--- config.mk ---
export PLATFORM = sky130hd
export DESIGN_NAME = rom_dl_router
export DESIGN_NICKNAME = d
export VERILOG_FILES = /design/src/rtl/rom_dl_router.sv
export SDC_FILE = /design/constraint.sdc
export NUM_CORES = 1
export LEC_CHECK = 0
export ABC_CLOCK_PERIOD_IN_PS = 9650
export CAP_MARGIN = 0
export CELL_PAD_IN_SITES_DETAIL_PLACEMENT = 0
export CELL_PAD_IN_SITES_GLOBAL_PLACEMENT = 2
export CORE_MARGIN = 5
export CORE_UTILIZATION = 49
export CTS_BUF_LIST = sky130_fd_sc_hd__clkbuf_8
export CTS_CLUSTER_SIZE = 12
export DETAILED_ROUTE_END_ITERATION = 8
export GPL_TIMING_DRIVEN = 0
export MAX_ROUTING_LAYER = met4
export PLACE_DENSITY = 0.83
export SLEW_MARGIN = 20
export SYNTH_ARGS = -nofsm -noshare
export SYNTH_HDL_FRONTEND = slang
export SYNTH_SLANG_ARGS = --single-unit
--- constraint.sdc ---
create_clock -name clk_sys -period 9.65 [get_ports clk_sys]
set_input_delay 1.93 -clock clk_sys [delete_from_list [all_inputs] [get_ports clk_sys]]
set_output_delay 1.93 -clock clk_sys [all_outputs]
set_load 0.1 [all_outputs]
--- src/rtl/rom_dl_router.sv ---
// rom_dl_router: routes the ROM download byte stream into per-port FIFOs that feed the SDRAM toggle-handshake write ports
module rom_dl_router #(
  parameter int NREG = 4,
  parameter int NPORT = 2,
  parameter int AW = 25,
  parameter int PAW = 23,
  parameter int DEPTH = 4,
  parameter int ROM_INDEX = 0,
  parameter int LANE_BIT = 13,
  parameter logic [NREG*AW-1:0] REG_BASE = {25'h0, 25'h0, 25'h0C000, 25'h0},
  parameter logic [NREG*AW-1:0] REG_SIZE = {25'h0, 25'h0, 25'h04000, 25'h0C000},
  parameter logic [NREG*PAW-1:0] REG_WBASE = {23'h0, 23'h0, 23'h4000, 23'h0},
  parameter logic [NREG*8-1:0] REG_PORT = {8'd0, 8'd0, 8'd1, 8'd0},
  parameter logic [NREG-1:0] REG_MODE = 4'b0010
) (
  input  logic                 clk_sys,
  input  logic                 reset,
  input  logic                 ioctl_downl,
  input  logic [7:0]           ioctl_index,
  input  logic                 ioctl_wr,
  input  logic [AW-1:0]        ioctl_addr,
  input  logic [7:0]           ioctl_dout,
  output logic [NPORT-1:0]     port_req,
  input  logic [NPORT-1:0]     port_ack,
  output logic [NPORT*PAW-1:0] port_a,
  output logic [NPORT*2-1:0]   port_ds,
  output logic [NPORT*16-1:0]  port_d,
  output logic [NPORT-1:0]     port_we,
  output logic                 busy,
  output logic                 rom_loaded,
  output logic                 overflow,
  output logic                 unmapped
);
  localparam int EW = PAW + 18;
  localparam int CW = $clog2(DEPTH);
  typedef enum logic {IDLE, WAIT} st_t;
  logic wr_q, wr_d, downl_q, downl_d, seen_q, seen_d, rom_loaded_q, rom_loaded_d;
  logic overflow_q, overflow_d, unmapped_q, unmapped_d, stg_vld_q, stg_vld_d;
  logic [7:0] stg_port_q, stg_port_d;
  logic [EW-1:0] stg_ent_q, stg_ent_d;
  logic wr_edge, hit, lane;
  logic [AW-1:0] off, lin;
  logic [NPORT-1:0] nempty, outst, drop;
  // Detect routed write edges, pick the lowest matching region and build the FIFO entry
  always_comb begin
    wr_d = ioctl_wr;
    downl_d = ioctl_downl;
    wr_edge = ioctl_wr & ~wr_q & ioctl_downl & (ioctl_index == 8'(ROM_INDEX));
    hit = 1'b0;
    lane = 1'b0;
    off = '0;
    lin = '0;
    stg_port_d = stg_port_q;
    stg_ent_d = stg_ent_q;
    for (int i = NREG - 1; i >= 0; i--) begin
      if (REG_PORT[i*8 +: 8] < 8'(NPORT) && ioctl_addr >= REG_BASE[i*AW +: AW] &&
          ioctl_addr - REG_BASE[i*AW +: AW] < REG_SIZE[i*AW +: AW]) begin
        hit = 1'b1;
        off = ioctl_addr - REG_BASE[i*AW +: AW];
        lane = REG_MODE[i] ? off[LANE_BIT] : off[0];
        lin = REG_MODE[i] ? (((off >> (LANE_BIT + 1)) << LANE_BIT) | (off & ((AW'(1) << LANE_BIT) - AW'(1)))) : off >> 1;
        stg_port_d = REG_PORT[i*8 +: 8];
        stg_ent_d = {REG_WBASE[i*PAW +: PAW] + PAW'(lin), lane, ~lane, ioctl_dout, ioctl_dout};
      end
    end
    stg_vld_d = wr_edge & hit;
    unmapped_d = wr_edge & ~hit;
    overflow_d = (ioctl_downl & ~downl_q) ? 1'b0 : overflow_q | (|drop);
    seen_d = seen_q | ioctl_downl;
    rom_loaded_d = rom_loaded_q | (seen_q & ~ioctl_downl & ~(|nempty) & ~(|outst) & ~stg_vld_q);
  end
  // Edge detector, decode stage and sticky status registers
  always_ff @(posedge clk_sys or negedge reset) begin
    if (!reset) begin
      wr_q <= 1'b0;
      downl_q <= 1'b0;
      seen_q <= 1'b0;
      rom_loaded_q <= 1'b0;
      overflow_q <= 1'b0;
      unmapped_q <= 1'b0;
      stg_vld_q <= 1'b0;
      stg_port_q <= '0;
      stg_ent_q <= '0;
    end else begin
      wr_q <= wr_d;
      downl_q <= downl_d;
      seen_q <= seen_d;
      rom_loaded_q <= rom_loaded_d;
      overflow_q <= overflow_d;
      unmapped_q <= unmapped_d;
      stg_vld_q <= stg_vld_d;
      stg_port_q <= stg_port_d;
      stg_ent_q <= stg_ent_d;
    end
  end
  for (genvar g = 0; g < NPORT; g++) begin : g_port
    logic [EW-1:0] mem_q [DEPTH];
    logic [EW-1:0] mem_d [DEPTH];
    logic [CW:0] wp_q, wp_d, rp_q, rp_d;
    logic [EW-1:0] out_q, out_d;
    st_t st_q, st_d;
    logic req_q, req_d, we_q, we_d, push, pop, full, empty, drop_l;
    // FIFO bookkeeping; the head moves into the held output register when the request is issued
    always_comb begin
      empty = wp_q == rp_q;
      full = (wp_q[CW] != rp_q[CW]) && (wp_q[CW-1:0] == rp_q[CW-1:0]);
      pop = (st_q == IDLE) && !empty && (req_q == port_ack[g]);
      push = stg_vld_q && (stg_port_q == 8'(g)) && (!full || pop);
      drop_l = stg_vld_q && (stg_port_q == 8'(g)) && full && !pop;
      mem_d = mem_q;
      if (push) mem_d[wp_q[CW-1:0]] = stg_ent_q;
      wp_d = wp_q + (CW+1)'(push);
      rp_d = rp_q + (CW+1)'(pop);
      st_d = pop ? WAIT : ((st_q == WAIT) && (port_ack[g] == req_q)) ? IDLE : st_q;
      req_d = req_q ^ pop;
      we_d = st_d == WAIT;
      out_d = pop ? mem_q[rp_q[CW-1:0]] : out_q;
    end
    // FIFO storage needs no reset; pointers define validity
    always_ff @(posedge clk_sys) mem_q <= mem_d;
    // Pointer, engine state and request toggle registers
    always_ff @(posedge clk_sys or negedge reset) begin
      if (!reset) begin
        wp_q <= '0;
        rp_q <= '0;
        st_q <= IDLE;
        req_q <= 1'b0;
        we_q <= 1'b0;
        out_q <= '0;
      end else begin
        wp_q <= wp_d;
        rp_q <= rp_d;
        st_q <= st_d;
        req_q <= req_d;
        we_q <= we_d;
        out_q <= out_d;
      end
    end
    assign nempty[g] = !empty;
    assign outst[g] = st_q == WAIT;
    assign drop[g] = drop_l;
    assign port_req[g] = req_q;
    assign port_we[g] = we_q;
    assign {port_a[g*PAW +: PAW], port_ds[g*2 +: 2], port_d[g*16 +: 16]} = out_q;
  end
  assign busy = downl_q | (|nempty) | (|outst) | stg_vld_q;
  assign rom_loaded = rom_loaded_q;
  assign overflow = overflow_q;
  assign unmapped = unmapped_q;
endmodule

* After elaboration in Yosys (flattened, before gate mapping) *
Cells that the tools add are included.

word-level totals
  word-level logic and storage cells = 152
  output and inout port bits = 90
  flip-flop bits (word level) = 482
  input port bits = 47

operators by class
  mux-type cells = 26
  eq/ne operators = 11
  bitwise gates (word level) = 34
  $add $sub $neg = 6
  order comparisons = 11
  reduce and logical (&&, ||, !) cells = 37

operators by type and width
  kind                                                    count
  2-to-1 mux 41 bit                                       9
  bitwise mux 164 bit                                     2
  binary-select mux 41 bit (select 2 bit)                 2
  demux 41 bit (select 2 bit)                             2
  >= comparator 25 x 1 -> 1 bit (second input constant)   1
  >= comparator 25 x 16 -> 1 bit (second input constant)  1
  < comparator 25 x 1 -> 1 bit (second input constant)    1
  < comparator 25 x 15 -> 1 bit (second input constant)   1
  < comparator 25 x 16 -> 1 bit (second input constant)   1
  subtractor 25 x 16 -> 25 bit (second input constant)    1
  2-to-1 mux 8 bit                                        3
  adder 15 x 23 -> 23 bit (first input constant)          1
  bitwise OR 23 x 13 -> 23 bit                            1
  logical AND 1 bit                                       21
  logical NOT 8 bit                                       2
  adder 3 x 1 -> 3 bit                                    4
  >= comparator 3 bit (second input constant)             4
  inverter 2 -> 3 bit                                     4
  inverter 1 bit                                          11
  bitwise AND 1 bit                                       10
  equality test 8 x 1 -> 1 bit (second input constant)    1
  2-to-1 mux 1 bit                                        8
  equality test 3 bit                                     2
  logical NOT 1 bit                                       6
  other kinds (10)                                        26

* Depth between registers and ports, before layout *
  word-level depth = 9
  mapped depth = 10
  depth with buffers taken out = 9

* Least setup slack after synthesis *
No wires, ideal clock.

  path kind = in2reg
  start = input port_ack[0]
  end = register g_port[0].mem_q[131] in the netlist's numbering, enable pin
  buffers on the path = 0
  stages = 5
  arrival = 4.963 ns
  setup slack = 4.216 ns
  cells stage by stage = xnor2_1 > nand2_1 > nand3_1 > and3b_1 > nor3b_1

on the way
  cells in the longest elaborated chain, start to end = 4

ends and longest elaborated chain
  element                 RTL line  source
  start: declaration      24        input logic [NPORT-1:0] port_ack,
  equality test 1 bit     107       pop = (st_q == IDLE) && !empty && (req_q == port_ack[g]);
  logical AND 1 bit       107
  logical OR 1 bit        108       push = stg_vld_q && (stg_port_q == 8'(g)) && (!full || pop);
  logical AND 1 bit       108
  end signal: assignment  120       always_ff @(posedge clk_sys) mem_q <= mem_d;
  end: declaration        97        logic [EW-1:0] mem_q [DEPTH];

Every way passes these cells.
A chain may end at the register's enable or synchronous reset.

* Worst setup path after layout *
  start = register g_port[0].rp_q[1]
  end = output busy

on the way
  cells in the longest elaborated chain, start to end = 6

ends and longest elaborated chain
  element                        RTL line  source
  start: declaration             99        logic [CW:0] wp_q, wp_d, rp_q, rp_d;
  start signal: assignment       132       rp_q <= rp_d;
  equality test 3 bit            105       empty = wp_q == rp_q;
  logical NOT 1 bit              139       assign nempty[g] = !empty;
  OR reduction 2 bit             146       assign busy = downl_q | (|nempty) | (|outst) | stg_vld_q;
  bitwise OR 1 bit (3 in a row)  146
  end: declaration               29        output logic busy,

Every way passes these cells.

==> parameters.txt <==
Parameter                              Value

Status
  Result of the run ... finished, final reports clean

Timing
  Share of the clock period used by the worst path after layout ... 0.5163
  Clock period minus final worst setup slack ... 4.982 ns
  Max-slew violation total from the final report ... 0
  Worst path setup slack after routing ... 4.668 ns
  Worst relative slew slack ... 0.3164
  Tightest Pin Transition ... 1.022 ns
  Setup repair after global routing missed its margin ... no
  Fin Clk Skew ... 0.02840 ns
  Setup Viol. Count Final ... 0
  Total count of hold-check failures in the final report ... 0
  Final total negative setup slack ... 0 ns
  Max Freq ... 0.2007 GHz

Setup path
  Largest fanout on the critical path ... 7
  Data arrival at the endpoint of the critical path ... 3.05 ns
  Category of the most critical setup path ... reg -> out
  Gate family responsible for the most delay along the worst path ... buffers and inverters
  Slowest cell delay on critical path ... 1.00 ns
  CP endpoint kind ... primary output
  Required time reported for the critical path endpoint ... 7.72 ns
  Buffers plus inverters on the worst setup path ... 2
  Slowest cell on crit path ... sky130_fd_sc_hd__clkdlybuf4s50_1
  Reg2Reg Setup Slack ... 6.73 ns
  Startpoint class of the critical path ... flip-flop
  Series of cell instances along the critical path ... clkbuf_1, xor2_1, nor3_1, nand4_1, clkdlybuf4s50_1

Yosys
  Share of the synthesized area in the top cell type ... 0.5394
  Number of enable-type register cells in the synthesized netlist ... 264
  Top_reg_cell synth ... sky130_fd_sc_hd__edfxtp_1
  Gate count of the mapped netlist ... 722
  Largest area contributor in the synthesized netlist ... sky130_fd_sc_hd__edfxtp_1
  Async set-or-reset flop fraction in the synthesized netlist ... 0.3178
  Summed instance area of the synthesized netlist ... 14700 µm²
  Count of synthesis-stage warnings from yosys ... 0
  Number of synthesized register bits ... 387
  Syn_area_per_cell ... 20.36 µm²
  Nets in the synthesized netlist ... 781
  Most used standard cells in the synthesized netlist ... sky130_fd_sc_hd__edfxtp_1 (264), sky130_fd_sc_hd__dfrtp_1 (123), sky130_fd_sc_hd__mux2_2 (67)
  Proportion of synthesized chip area in sequential cells ... 0.7488
  Post-synthesis cell type count ... 48
  Most common cell in the netlist ... sky130_fd_sc_hd__edfxtp_1
  Leading post-synthesis cells by cell area ... sky130_fd_sc_hd__edfxtp_1 (54%), sky130_fd_sc_hd__dfrtp_1 (21%), sky130_fd_sc_hd__mux4_2 (10%)

Clock network
  Maximum root-to-sink buffer count ... 3
  Hold-fix buffers, CTS ... 0
  Number of buffers added by the clock tree synthesis step ... 60
  H-tree level count ... 2
  Clock latency of the later-clocked register in the worst-skew pair ... 0.59 ns
  Clock tree from TritonCTS ... done
  Clk sink count ... 387
  Post-CTS setup buffer count ... 0
  Clock-pin slew of the registers on the worst-case setup and hold paths ... 0.06 ns
  Cell chosen for the clock root ... sky130_fd_sc_hd__clkbuf_8
  CTS resizes ... 0

Cells and area
  Number of nets in the layout ... 997
  Growth of design area from synthesis to finish ... 22.28%
  Proportion of layout cells with a drive suffix above 1 ... 0.2832
  Count of inserted antenna diode cells ... 0
  Count of placed standard cells in the final layout, fillers left out ... 1375

Hold path
  Type of the most critical hold path ... reg -> reg

Detailed routing
  Drc violations ... 0
  Iteration-0 DRC Markers ... 406
  Via Count ... 7402
  Total iterations of the first detailed-routing run ... 5
  Average wire length per cell after detail routing ... 21.82 µm
  Via density per instance ... 5.383
  Antenna Nets Post-Route ... 0
  Routed wire length ... 30010 µm

Power
  Power density over the cells ... 339.6 nW/µm²
  Total leakage power ... 6.939 nW
  Maximum VDD drop ... 0.1858 mV

Floorplan
  Horizontal extent of the die ... 183.2 µm
  Starting density of the core ... 0.4959
  Die Ht ... 183.2 µm
  Die Area ... 33560 µm²
  Core outline area ... 29640 µm²
  Num rows ... 63
  Ports ... 137

Placed design
  Worst slack at placement ... 4.548 ns
  Detailed-placement wirelength estimate ... 20170 µm
  Count of input and output buffers ... 136
  Final GP Congestion ... 0.7612
  Number of cells after detailed placement ... 1266

Global route
  Pin count of the biggest net entering global routing ... 91
  Global-route wire length before repair ... 46430 µm
  Overflow left after global routing ... 0
  Total routing resource utilization after global routing ... 0.1857
  Antenna violations before repair ... 0
  Via count of the first global-routing pass ... 7985

Flow run
  Number of maximum-capacitance constraint violations ... 0
[cell families after synthesis]
family | count (synthesis) | synth area share
and+or+nand+nor | 61 | 0.02324
adders and majority gates | 12 | 0.01022
xor gates and xnor gates | 18 | 0.01073
muxes | 142 | 0.1610
DFF | 387 | 0.7488
buffers and inverters | 57 | 0.02094
AOI/OAI and AO/OA | 45 | 0.02511
[stage by stage]
| step | hold WS, ns | total power [mW] | utilization | instance area [µm²] |
|---|---|---|---|---|
| after floorplan | 0.4278 | 4.234 | - | 14700 |
| after global placement | 0.4438 | 4.872 | 0.5583 | 16550 |
| after detailed placement | 0.4537 | 4.909 | 0.5686 | 16850 |
| after CTS | 0.4720 | 6.180 | 0.6064 | 17970 |
| after global routing | 0.4899 | 6.350 | 0.6064 | 17970 |
| final | 0.4688 | 6.103 | 0.6064 | 17970 |
[worst reg2reg max path, stage by stage (launching register included)]
cell and delay (ns):
sky130_fd_sc_hd__dfrtp_1 0.35, sky130_fd_sc_hd__clkbuf_1 0.41, sky130_fd_sc_hd__xor2_1 0.24, sky130_fd_sc_hd__nor3_1 0.12
sky130_fd_sc_hd__nor2_1 0.80, sky130_fd_sc_hd__buf_2 0.42, sky130_fd_sc_hd__ha_1 0.21, sky130_fd_sc_hd__ha_1 0.15
sky130_fd_sc_hd__xor2_1 0.14
[final timing paths]
kind                                             startpoint                         endpoint  depth (start not counted)
min in group asynchronous                             reset  g_port[1].out_q[10]$_DFFE_PN0P_                          1
worst min-delay path                       seen_q$_DFF_PN0_                 seen_q$_DFF_PN0_                          1
worst max-delay path            g_port[0].rp_q[1]$_DFF_PN0_                             busy                          5
worst max register to register  g_port[0].rp_q[1]$_DFF_PN0_      g_port[0].rp_q[2]$_DFF_PN0_                          8
worst min register to register             seen_q$_DFF_PN0_                 seen_q$_DFF_PN0_                          1
max in group asynchronous                             reset  g_port[0].out_q[24]$_DFFE_PN0P_                          2
[power by group]
group	internal (mW)	switching, mW	leakage, nW
Combinational	0.866	1.88	2.23
Sequential	1.96	0.134	4.06
Clock	0.664	0.600	0.654
[sequential cells by signal, indices dropped and copies added, names as in the netlist]
register	cells
g_port.wp_q	6
g_port.mem_q	264
g_port.rp_q	6
unmapped	1
stg_ent_q	33
g_port.we_q	2
g_port.req_q	2
downl_q	1
stg_vld_q	1
rom_loaded	1
overflow	1
g_port.out_q	66
seen_q	1
wr_q	1
stg_port_q	1
[cells in the final DEF (no fill, tap or decap), drive strengths merged, types with 2 or more instances in the layout]
cell / instances
bufinv: 2
clkbuf: 75
a211oi: 2
edfxtp: 264
nand2: 8
a21oi: 4
nand3: 3
inv: 29
and3: 3
xnor2: 7
mux2: 74
mux4: 66
nor4: 2
xor2: 11
a21o: 14
buf: 57
a221o: 2
ha: 12
and3b: 4
nor3: 5
nor2: 17
mux2i: 2
nand4: 3
clkinv: 22
nor3b: 3
o21ai: 2
a22o: 13
and2: 6
dfrtp: 123
clkdlybuf4s50: 135
[routing by layer]
layer | GRT usage | part of all wire | wire length [µm]
met1 | 0.2498 | 0.43 | 12760
met2 | 0.3026 | 0.51 | 15360
met3 | 0.03154 | 0.052 | 1564
met4 | 0.04291 | 0.011 | 322
met5 | - | 0 | 0
[cell type report]
type                       instances  area, µm²
fill                            2161      11670
inverter                           8      30.03
timing repair buffer             154       1633
sequential                       387      11010
buffer                            49      277.8
clock inverter                    45      239.0
clock buffer                      64      880.8
tap                              390      488.0
multi-input combinational        278       3418
Power figures use the tool's default switching activity.
